--- src/rtl/vec_add_avmm.sv ---
// Vector add/sub engine: C[i] = A[i] +/- B[i] over an Avalon-MM master,
// started and returned through a start/busy/done/stall call handshake.
//
// state  | meaning
// -------+---------------------------------------------------------------
// IDLE   | waiting for start; busy low
// RD_A   | read request for A[i] held until waitrequest drops
// WT_A   | waiting for A[i] readdata (may already be captured in RD_A)
// RD_B   | read request for B[i] held until waitrequest drops
// WT_B   | waiting for B[i] readdata (may already be captured in RD_B)
// WR_C   | write of C[i] held until waitrequest drops
// DONE   | done high, held while stall is high
module vec_add_avmm #(
    parameter int DATA_W = 64,
    parameter int ADDR_W = 64,
    parameter int LEN_W  = 32
) (
    input  logic                clock,
    input  logic                resetn,
    input  logic                start,
    output logic                busy,
    output logic                done,
    input  logic                stall,
    input  logic [ADDR_W-1:0]   A,
    input  logic [ADDR_W-1:0]   B,
    input  logic [ADDR_W-1:0]   C,
    input  logic [LEN_W-1:0]    N,
    input  logic [1:0]          mode,
    output logic                ovf,
    output logic [ADDR_W-1:0]   avmm_0_rw_address,
    output logic [DATA_W/8-1:0] avmm_0_rw_byteenable,
    output logic                avmm_0_rw_read,
    input  logic [DATA_W-1:0]   avmm_0_rw_readdata,
    input  logic                avmm_0_rw_readdatavalid,
    input  logic                avmm_0_rw_waitrequest,
    output logic                avmm_0_rw_write,
    output logic [DATA_W-1:0]   avmm_0_rw_writedata
);

    localparam int                BE_W    = DATA_W / 8;
    localparam logic [ADDR_W-1:0] STRIDE  = ADDR_W'(BE_W);
    localparam logic [DATA_W-1:0] SAT_MAX = {1'b0, {(DATA_W-1){1'b1}}};
    localparam logic [DATA_W-1:0] SAT_MIN = {1'b1, {(DATA_W-1){1'b0}}};

    typedef enum logic [2:0] {
        S_IDLE, S_RD_A, S_WT_A, S_RD_B, S_WT_B, S_WR_C, S_DONE
    } state_t;

    state_t              state, state_nxt;
    logic [ADDR_W-1:0]   a_base, b_base, c_base, offset;
    logic [LEN_W-1:0]    remaining;
    logic [1:0]          mode_q;
    logic [DATA_W-1:0]   a_q, b_q;
    logic                rd_hit;

    logic [DATA_W-1:0]   sum;
    logic [DATA_W-1:0]   result;
    logic                elem_ovf;
    logic                last_elem;
    logic                rsp_ready;

    assign last_elem = (remaining == LEN_W'(1));
    // Data already captured alongside the accepted read, or arriving now.
    assign rsp_ready = rd_hit | avmm_0_rw_readdatavalid;

    // Element arithmetic with signed overflow detection and optional saturation;
    // the sign of A decides the saturation direction for both add and subtract.
    always_comb begin
        sum      = mode_q[0] ? (a_q - b_q) : (a_q + b_q);
        elem_ovf = mode_q[0]
                 ? ((a_q[DATA_W-1] != b_q[DATA_W-1]) && (sum[DATA_W-1] != a_q[DATA_W-1]))
                 : ((a_q[DATA_W-1] == b_q[DATA_W-1]) && (sum[DATA_W-1] != a_q[DATA_W-1]));
        result   = sum;
        if (elem_ovf && mode_q[1]) begin
            result = a_q[DATA_W-1] ? SAT_MIN : SAT_MAX;
        end
    end

    // State register.
    always_ff @(posedge clock or negedge resetn) begin
        if (!resetn) begin
            state <= S_IDLE;
        end else begin
            state <= state_nxt;
        end
    end

    // Next-state logic.
    always_comb begin
        state_nxt = state;
        unique case (state)
            S_IDLE: if (start) state_nxt = (N == '0) ? S_DONE : S_RD_A;
            S_RD_A: if (!avmm_0_rw_waitrequest) state_nxt = S_WT_A;
            S_WT_A: if (rsp_ready) state_nxt = S_RD_B;
            S_RD_B: if (!avmm_0_rw_waitrequest) state_nxt = S_WT_B;
            S_WT_B: if (rsp_ready) state_nxt = S_WR_C;
            S_WR_C: if (!avmm_0_rw_waitrequest) state_nxt = last_elem ? S_DONE : S_RD_A;
            S_DONE: if (!stall) state_nxt = S_IDLE;
            default: state_nxt = S_IDLE;
        endcase
    end

    // Argument latch, operand capture, element stepping and sticky overflow.
    always_ff @(posedge clock or negedge resetn) begin
        if (!resetn) begin
            a_base    <= '0;
            b_base    <= '0;
            c_base    <= '0;
            offset    <= '0;
            remaining <= '0;
            mode_q    <= '0;
            a_q       <= '0;
            b_q       <= '0;
            rd_hit    <= 1'b0;
            ovf       <= 1'b0;
        end else begin
            unique case (state)
                S_IDLE: begin
                    if (start) begin
                        a_base    <= A;
                        b_base    <= B;
                        c_base    <= C;
                        remaining <= N;
                        mode_q    <= mode;
                        offset    <= '0;
                        rd_hit    <= 1'b0;
                        ovf       <= 1'b0;
                    end
                end
                S_RD_A: begin
                    if (!avmm_0_rw_waitrequest && avmm_0_rw_readdatavalid) begin
                        a_q    <= avmm_0_rw_readdata;
                        rd_hit <= 1'b1;
                    end
                end
                S_WT_A: begin
                    if (avmm_0_rw_readdatavalid && !rd_hit) a_q <= avmm_0_rw_readdata;
                    if (rsp_ready) rd_hit <= 1'b0;
                end
                S_RD_B: begin
                    if (!avmm_0_rw_waitrequest && avmm_0_rw_readdatavalid) begin
                        b_q    <= avmm_0_rw_readdata;
                        rd_hit <= 1'b1;
                    end
                end
                S_WT_B: begin
                    if (avmm_0_rw_readdatavalid && !rd_hit) b_q <= avmm_0_rw_readdata;
                    if (rsp_ready) rd_hit <= 1'b0;
                end
                S_WR_C: begin
                    if (!avmm_0_rw_waitrequest) begin
                        offset    <= offset + STRIDE;
                        remaining <= remaining - LEN_W'(1);
                        if (elem_ovf) ovf <= 1'b1;
                    end
                end
                default: begin
                end
            endcase
        end
    end

    // Handshake and bus outputs decoded from state; address and data come from
    // registers only, so they stay put for as long as waitrequest holds a request.
    always_comb begin
        busy                 = (state != S_IDLE);
        done                 = (state == S_DONE);
        avmm_0_rw_read       = 1'b0;
        avmm_0_rw_write      = 1'b0;
        avmm_0_rw_address    = '0;
        avmm_0_rw_writedata  = '0;
        avmm_0_rw_byteenable = '0;
        unique case (state)
            S_RD_A: begin
                avmm_0_rw_read       = 1'b1;
                avmm_0_rw_address    = a_base + offset;
                avmm_0_rw_byteenable = '1;
            end
            S_RD_B: begin
                avmm_0_rw_read       = 1'b1;
                avmm_0_rw_address    = b_base + offset;
                avmm_0_rw_byteenable = '1;
            end
            S_WR_C: begin
                avmm_0_rw_write      = 1'b1;
                avmm_0_rw_address    = c_base + offset;
                avmm_0_rw_writedata  = result;
                avmm_0_rw_byteenable = '1;
            end
            default: begin
            end
        endcase
    end

endmodule

--- config.mk ---
export PLATFORM = sky130hd
export DESIGN_NAME = vec_add_avmm
export DESIGN_NICKNAME = d
export VERILOG_FILES = /design/src/rtl/vec_add_avmm.sv
export SDC_FILE = /design/constraint.sdc
export NUM_CORES = 1
export LEC_CHECK = 0
export CORE_MARGIN = 1
export CORE_UTILIZATION = 50
export CTS_BUF_LIST = sky130_fd_sc_hd__clkbuf_8
export CTS_CLUSTER_SIZE = 10
export DETAILED_ROUTE_END_ITERATION = 6
export PLACE_DENSITY = 0.75
export SLEW_MARGIN = 20
export SYNTH_ARGS = -nofsm -noshare
export SYNTH_HDL_FRONTEND = slang
export SYNTH_SLANG_ARGS = --single-unit
--- constraint.sdc ---
create_clock -name clock -period 10.1 [get_ports clock]
set_input_delay 1.515 -clock clock [delete_from_list [all_inputs] [get_ports clock]]
set_output_delay 1.515 -clock clock [all_outputs]
set_load 0.01 [all_outputs]
==> qor.txt <==
=======================================================================================
Run status ............................................................... finished, final reports clean
Hold violation total from the final report ...............................            0
Most common library cell in the layout ignoring fill and taps ............ sky130_fd_sc_hd__nand2_1
Initial Utilization ......................................................        50.7%
H-Tree Level Count .......................................................            3
Synth warn ...............................................................            0
Slew margin rel. .........................................................        29.8%
Count of flip-flops with a built-in enable after synthesis ...............            0
Number of gates given a new drive strength after cts .....................            0
Final setup violating endpoints ..........................................            0
Area taken by multi-input logic gates ....................................   16500 um^2
Buffer levels on the longest clock path ..................................            3
Max VDD drop .............................................................   0.000235 V
Crit path max fanout .....................................................           63
Via count ................................................................        26300
Clock-pin slew of the registers on the worst-case setup and hold paths ...      0.06 ns
Final setup TNS ..........................................................         0 ns
CTS Sinks ................................................................          420
Unrepaired setup endpoints after global routing ..........................           no
DRC violations left ......................................................            0
Share of flip-flops with an asynchronous set or reset after synthesis ....         100%
Vias in the first global route ...........................................        25000
Final Cycle Share ........................................................        90.7%
Measured slew at the worst slew-check pin ................................      1.05 ns
Power share of the combinational group ...................................        64.6%
Post-layout net count ....................................................         4231
Clock tree from TritonCTS ................................................        built
Post-synth net total .....................................................         3883
Worst Hold Slack .........................................................     0.473 ns
Worst clock skew on the final layout .....................................    0.0292 ns
Number of storage elements in the synthesis netlist ......................          420
Area growth syn-to-layout ................................................        22.7%
Predominant post-synthesis flop cell ..................................... sky130_fd_sc_hd__dfrtp_1
Kind of capture point of the worst setup path ............................  output port
WL final .................................................................      86.5 mm
Max-slew violations ......................................................            0
Area of the mapped netlist ...............................................   28000 um^2
Cell leakage power .......................................................      15.7 nW
Max-cap violations .......................................................            0
Number of instances in the synthesized netlist ...........................         3458
Total grt overflow .......................................................            0
Net switching power figure ...............................................      6.37 mW
Width of the die .........................................................       239 um
Detailed placer's ending HPWL ............................................      64.2 mm
Post-DRT Antenna Nets ....................................................            0
Avg Cell Area, Syn .......................................................    8.09 um^2
Maximum number of pins on one net before global-route repair .............          132
Top-level port count .....................................................          437
Req. time, crit path .....................................................      8.59 ns
Cell Pwr Density .........................................................  382 nW/um^2
Detailed Routing Iterations Pass 1 .......................................            6
Flip-flop and latch area .................................................   10500 um^2
Number of hold-repair buffers added at the cts stage .....................            0
Proportion of layout cells with a drive suffix above 1 ...................        7.76%
Register area share after synthesis ......................................        37.6%
Fillers ..................................................................         4836
Fraction of power spent switching nets ...................................        48.5%
Count of input and output buffers ........................................          436
Internal power ...........................................................      6.76 mW
Global-route wire length before repair ...................................       136 mm
Placer congestion estimate ...............................................        0.964
Wire length per cell .....................................................      18.7 um
Worst endpoint data arrival time .........................................      7.65 ns
Power share of the sequential group ......................................        22.6%
Core Region ..............................................................   55200 um^2
Row count ................................................................           86
Cell at the root of the clock tree ....................................... sky130_fd_sc_hd__clkbuf_8
Total setup buffers inserted after CTS ...................................            0
Worst min path class ..................................................... flip-flop to flip-flop
Average vias per placed instance .........................................         5.70
Number of violations reported at the end of detailed-routing iteration 0 .         2048
Die area .................................................................   56900 um^2
Tot GR Track Use .........................................................        30.1%
Clock latency at the later pin of the worst-skew pair ....................      0.67 ns
Clock share of power .....................................................        12.7%
Height of the die ........................................................       239 um
Setup CP Type ............................................................ flip-flop to output port
Number of library cell types mapped by synthesis .........................           77
Maximum clock rate .......................................................      109 MHz
Minimum clock period after layout ........................................      9.17 ns
Number of buffers created by CTS .........................................           76
Number of antenna violations at the first check in global routing ........            7
Most frequent cells in the layout ........................................ sky130_fd_sc_hd__nand2_1, sky130_fd_sc_hd__clkdlybuf4s50_1, sky130_fd_sc_hd__dfrtp_1
Kind of start point of the critical path .................................    flip-flop
=======================================================================================
-- routing by layer --
layer	part of all wire [%]	GRT usage, %	vias to the layer above
met5	0.039	0	-
met4	2.3	8.57	6
met3	6.1	4.87	142
met2	46	47.7	866
met1	46	42.5	12500
li1	-	-	12800
-- sequential cells by signal, summed over array words and instances (netlist names), 3 cells and up --
register   cells
state          3
a_q           64
remaining     32
offset        61
c_base        64
a_base        64
b_q           64
b_base        64
-- worst max-delay path, cell delays in order, from the launching register on --
cell	delay, ns
sky130_fd_sc_hd__dfrtp_1	0.45
sky130_fd_sc_hd__or4_4	0.54
sky130_fd_sc_hd__nor4b_1	0.34
sky130_fd_sc_hd__buf_4	0.20
sky130_fd_sc_hd__and3_1	0.26
sky130_fd_sc_hd__and3_1	0.34
sky130_fd_sc_hd__and3_1	0.28
sky130_fd_sc_hd__nor2b_1	0.37
sky130_fd_sc_hd__nor2_1	0.09
sky130_fd_sc_hd__xnor2_1	0.16
sky130_fd_sc_hd__ha_1	0.37
sky130_fd_sc_hd__and3_1	0.25
sky130_fd_sc_hd__and2_1	0.17
sky130_fd_sc_hd__a221oi_1	0.40
sky130_fd_sc_hd__nor2_1	0.12
sky130_fd_sc_hd__o31a_1	0.31
sky130_fd_sc_hd__nor4bb_1	0.36
sky130_fd_sc_hd__buf_4	0.22
sky130_fd_sc_hd__mux2i_1	0.34
sky130_fd_sc_hd__nand2_4	0.43
sky130_fd_sc_hd__a21oi_1	0.32
sky130_fd_sc_hd__clkdlybuf4s50_1	0.58
-- area by class of cell --
type	instances	share of cell area, %
well taps	748	2.72
inverters	62	0.685
repair buffers	462	13.3
multi-input cells	2784	48.0
clock buffers	97	3.89
clock inverters	41	0.710
flip-flops and latches	420	30.6
diodes	4	0.0291
-- Yosys cell counts (66+ instances only) --
library cell	n	area share, %
sky130_fd_sc_hd__nor2_1	241	3.2
sky130_fd_sc_hd__a21oi_1	314	5.6
sky130_fd_sc_hd__ha_1	128	5.7
sky130_fd_sc_hd__xnor2_1	123	3.8
sky130_fd_sc_hd__dfrtp_1	420	38
sky130_fd_sc_hd__nor3_1	71	1.3
sky130_fd_sc_hd__clkbuf_1	167	2.2
sky130_fd_sc_hd__nand2_1	891	12
sky130_fd_sc_hd__a22oi_1	66	1.8
sky130_fd_sc_hd__mux2_2	129	5.2
sky130_fd_sc_hd__xor2_1	91	2.8
sky130_fd_sc_hd__o21ai_0	134	2.4
-- through the flow --
step | utilization (%) | total power [mW] | instances | worst slack, ns | instance area (um^2)
global route | 62.2 | 14.1 | 4617 | 0.412 | 34300
CTS | 62.2 | 13.0 | 4614 | 0.733 | 34300
floorplan | - | 8.53 | 3458 | 3.05 | 28000
detailed placement | 59.3 | 11.3 | 4476 | 1.46 | 32800
finish | 62.2 | 13.1 | 4618 | 0.934 | 34300
global placement | 59.3 | 11.3 | 4476 | 1.48 | 32700
-- path summary, 6_finish.rpt --
check                                           end  slack [ns]                   start  depth (start not counted)
hold reg to reg              a_base[14]$_DFFE_PN0P_        0.47  a_base[14]$_DFFE_PN0P_                          2
setup reg to reg                    ovf$_DFFE_PN0P_        4.24      b_q[2]$_DFFE_PN0P_                         19
setup / recovery            avmm_0_rw_writedata[20]        0.93      b_q[2]$_DFFE_PN0P_                         21
hold / removal               a_base[14]$_DFFE_PN0P_        0.47  a_base[14]$_DFFE_PN0P_                          2
max in group asynchronous    b_base[51]$_DFFE_PN0P_        7.75                  resetn                          2
min in group asynchronous  remaining[3]$_DFFE_PN0P_        0.88                  resetn                          1
-- cell families after synthesis --
logic type,after synthesis,share of synthesized area [%]
DFF,420,37.6
buffers and inverters,254,3.68
muxes,137,5.48
other,1,0.0134
adders and majority gates,129,5.79
AOI/OAI and AO/OA,777,17.0
xor gates and xnor gates,214,6.70
and+or+nand+nor,1526,23.8
-- power groups by stage --
stage,clock [mW],combinational (mW),sequential (mW)
2_1_floorplan,0,5.76,2.77
3_3_place_gp,0,8.34,2.96
3_5_place_dp,0,8.32,2.98
4_1_cts,1.71,8.38,2.96
5_1_grt,1.78,9.23,3.06
6_report,1.67,8.48,2.97
(Power assumes the default switching activity.)
==> RTL change (config.mk and constraints unchanged) <==
`DATA_W`: 64 -> 72.
--- a/src/rtl/vec_add_avmm.sv
+++ b/src/rtl/vec_add_avmm.sv
@@ -13,3 +13,3 @@
 module vec_add_avmm #(
-    parameter int DATA_W = 64,
+    parameter int DATA_W = 72,
     parameter int ADDR_W = 64,
Interface: changed (resized avmm_0_rw_byteenable, avmm_0_rw_readdata and avmm_0_rw_writedata); port bits go from 437 to 454. The function was not compared with the original's and may differ.
==> RTL change against the unedited design <==
- non-clock buffer count grew 12
- hold slack better by 13 ps
- worst setup slack lost 470 ps
- critical path type unchanged
- largest power group unchanged
- synthesized cell count decreased by 10%
- core utilization is 0.18 points lower
- register-to-register slack worse by 410 ps
- largest cell class unchanged
- the flow now finishes with violations (design-rule violations)
- critical path depth rose by 2
- combinational power rose by 12%
- area after synthesis is 3.9% higher
- total power up 9.7%
- sequential cell count grew 19
- global-route usage decreased by 1.5 points
- final area grew 4.0%
- routed wire length is 0.83% lower
==> RTL change: results (changes against the unedited design) <==
metric	value	unit	change
outcome	finished with violations		was finished, final reports clean
violations	design-rule violations		
reg2reg_setup_slack	3830	ps	was 4240 ps
leakage	15.4	nW	was 15.7 nW
power_density	403	nW/um2	was 382 nW/um2
drt-wirelength-per-cell	19.9	um	was 18.7 um
grt_pass1_wl	134	mm	was 136 mm
r2r_start	b_q[4]		was b_q[2]
drtPass1Iterations	7		was 6
dpl-instance-area	34100	um2	was 32800 um2
clk_path_buf_depth	3		unchanged
synth_xor_area_frac	0.0735		was 0.0670
netlist_instances	3097		was 3458
synth_compound_area_frac	0.167		was 0.170
fmax	104	MHz	was 109 MHz
arrival	8130	ps	was 7650 ps
vias	24900		was 26300
muxShareOfSynthArea	0.132		was 0.0548
met2WireLength	40.6	mm	was 39.6 mm
globalplace.congestion	0.935		was 0.964
port_buffers	453		was 436
wl_met1	37.8	mm	was 39.6 mm
fill_cells	4849		was 4836
drtIter0Drc	1560		was 2048
ys_top_cells_by_count	439 x dfrtp_1, 340 x mux2_2, 284 x nand2_1, 257 x nor2_1, 223 x a21oi_1		was 891 x nand2_1, 420 x dfrtp_1, 314 x a21oi_1, 241 x nor2_1, 167 x clkbuf_1
grtUsageTotal	0.286		was 0.301
drc	1		was 0
hold_start	remaining[16]		was a_base[14]
ys_seq_area_frac	0.378		was 0.376
synth_nets	3541		was 3883
worstPathMaxFanout	55		was 63
whs_endpoint	remaining[16]		was a_base[14]
numCtsBuffers	78		was 76
synthAdderAreaFrac	0.0608		was 0.0579
gr-usage-met3	0.0536		was 0.0487
ir_drop	0.407	mV	was 0.235 mV
met1_usage	0.384		was 0.425
hpwlAfterDp	64.4	mm	was 64.2 mm
finalClockSkew	40.4	ps	was 29.2 ps
tightest_slew	1090	ps	was 1050 ps
avgViaCountPerCell	5.77		was 5.70
crit_end	avmm_0_rw_writedata[32]		was avmm_0_rw_writedata[20]
worst_hold_slack	486	ps	was 473 ps
ys_types	78		was 77
clock_latency	690	ps	was 670 ps
antenna_found_initial	10		was 7
[RTL change: cell types whose count changed in the layout (fill, tap and decap cells not counted), sizes merged, moves of 17 or more]
cell,before,now
nand2,891,284
mux2,129,340
a21o,61,90
a21oi,321,293
xnor2,123,147
dfrtp,420,439
o21bai,29,11
clkdlybuf4s50,435,452
[RTL change: cell type report]
| cell class | count | share of cell area |
|---|---|---|
| multi-input cells | 2415 | 0.479 |
| flip-flops and latches | 439 | 0.308 |
| repair buffers | 474 | 0.133 |
| clock buffers | 102 | 0.0393 |
| well taps | 765 | 0.0268 |
| inverters | 70 | 0.00743 |
| clock inverters | 43 | 0.00711 |
| diodes | 6 | 0.000420 |
[RTL change: report_power, final]
group	total [mW]	switching (mW)	internal [mW]
registers	3.18	0.643	2.54
clock network	1.74	0.799	0.942
logic	9.48	5.51	3.97
total	14.4	6.95	7.45
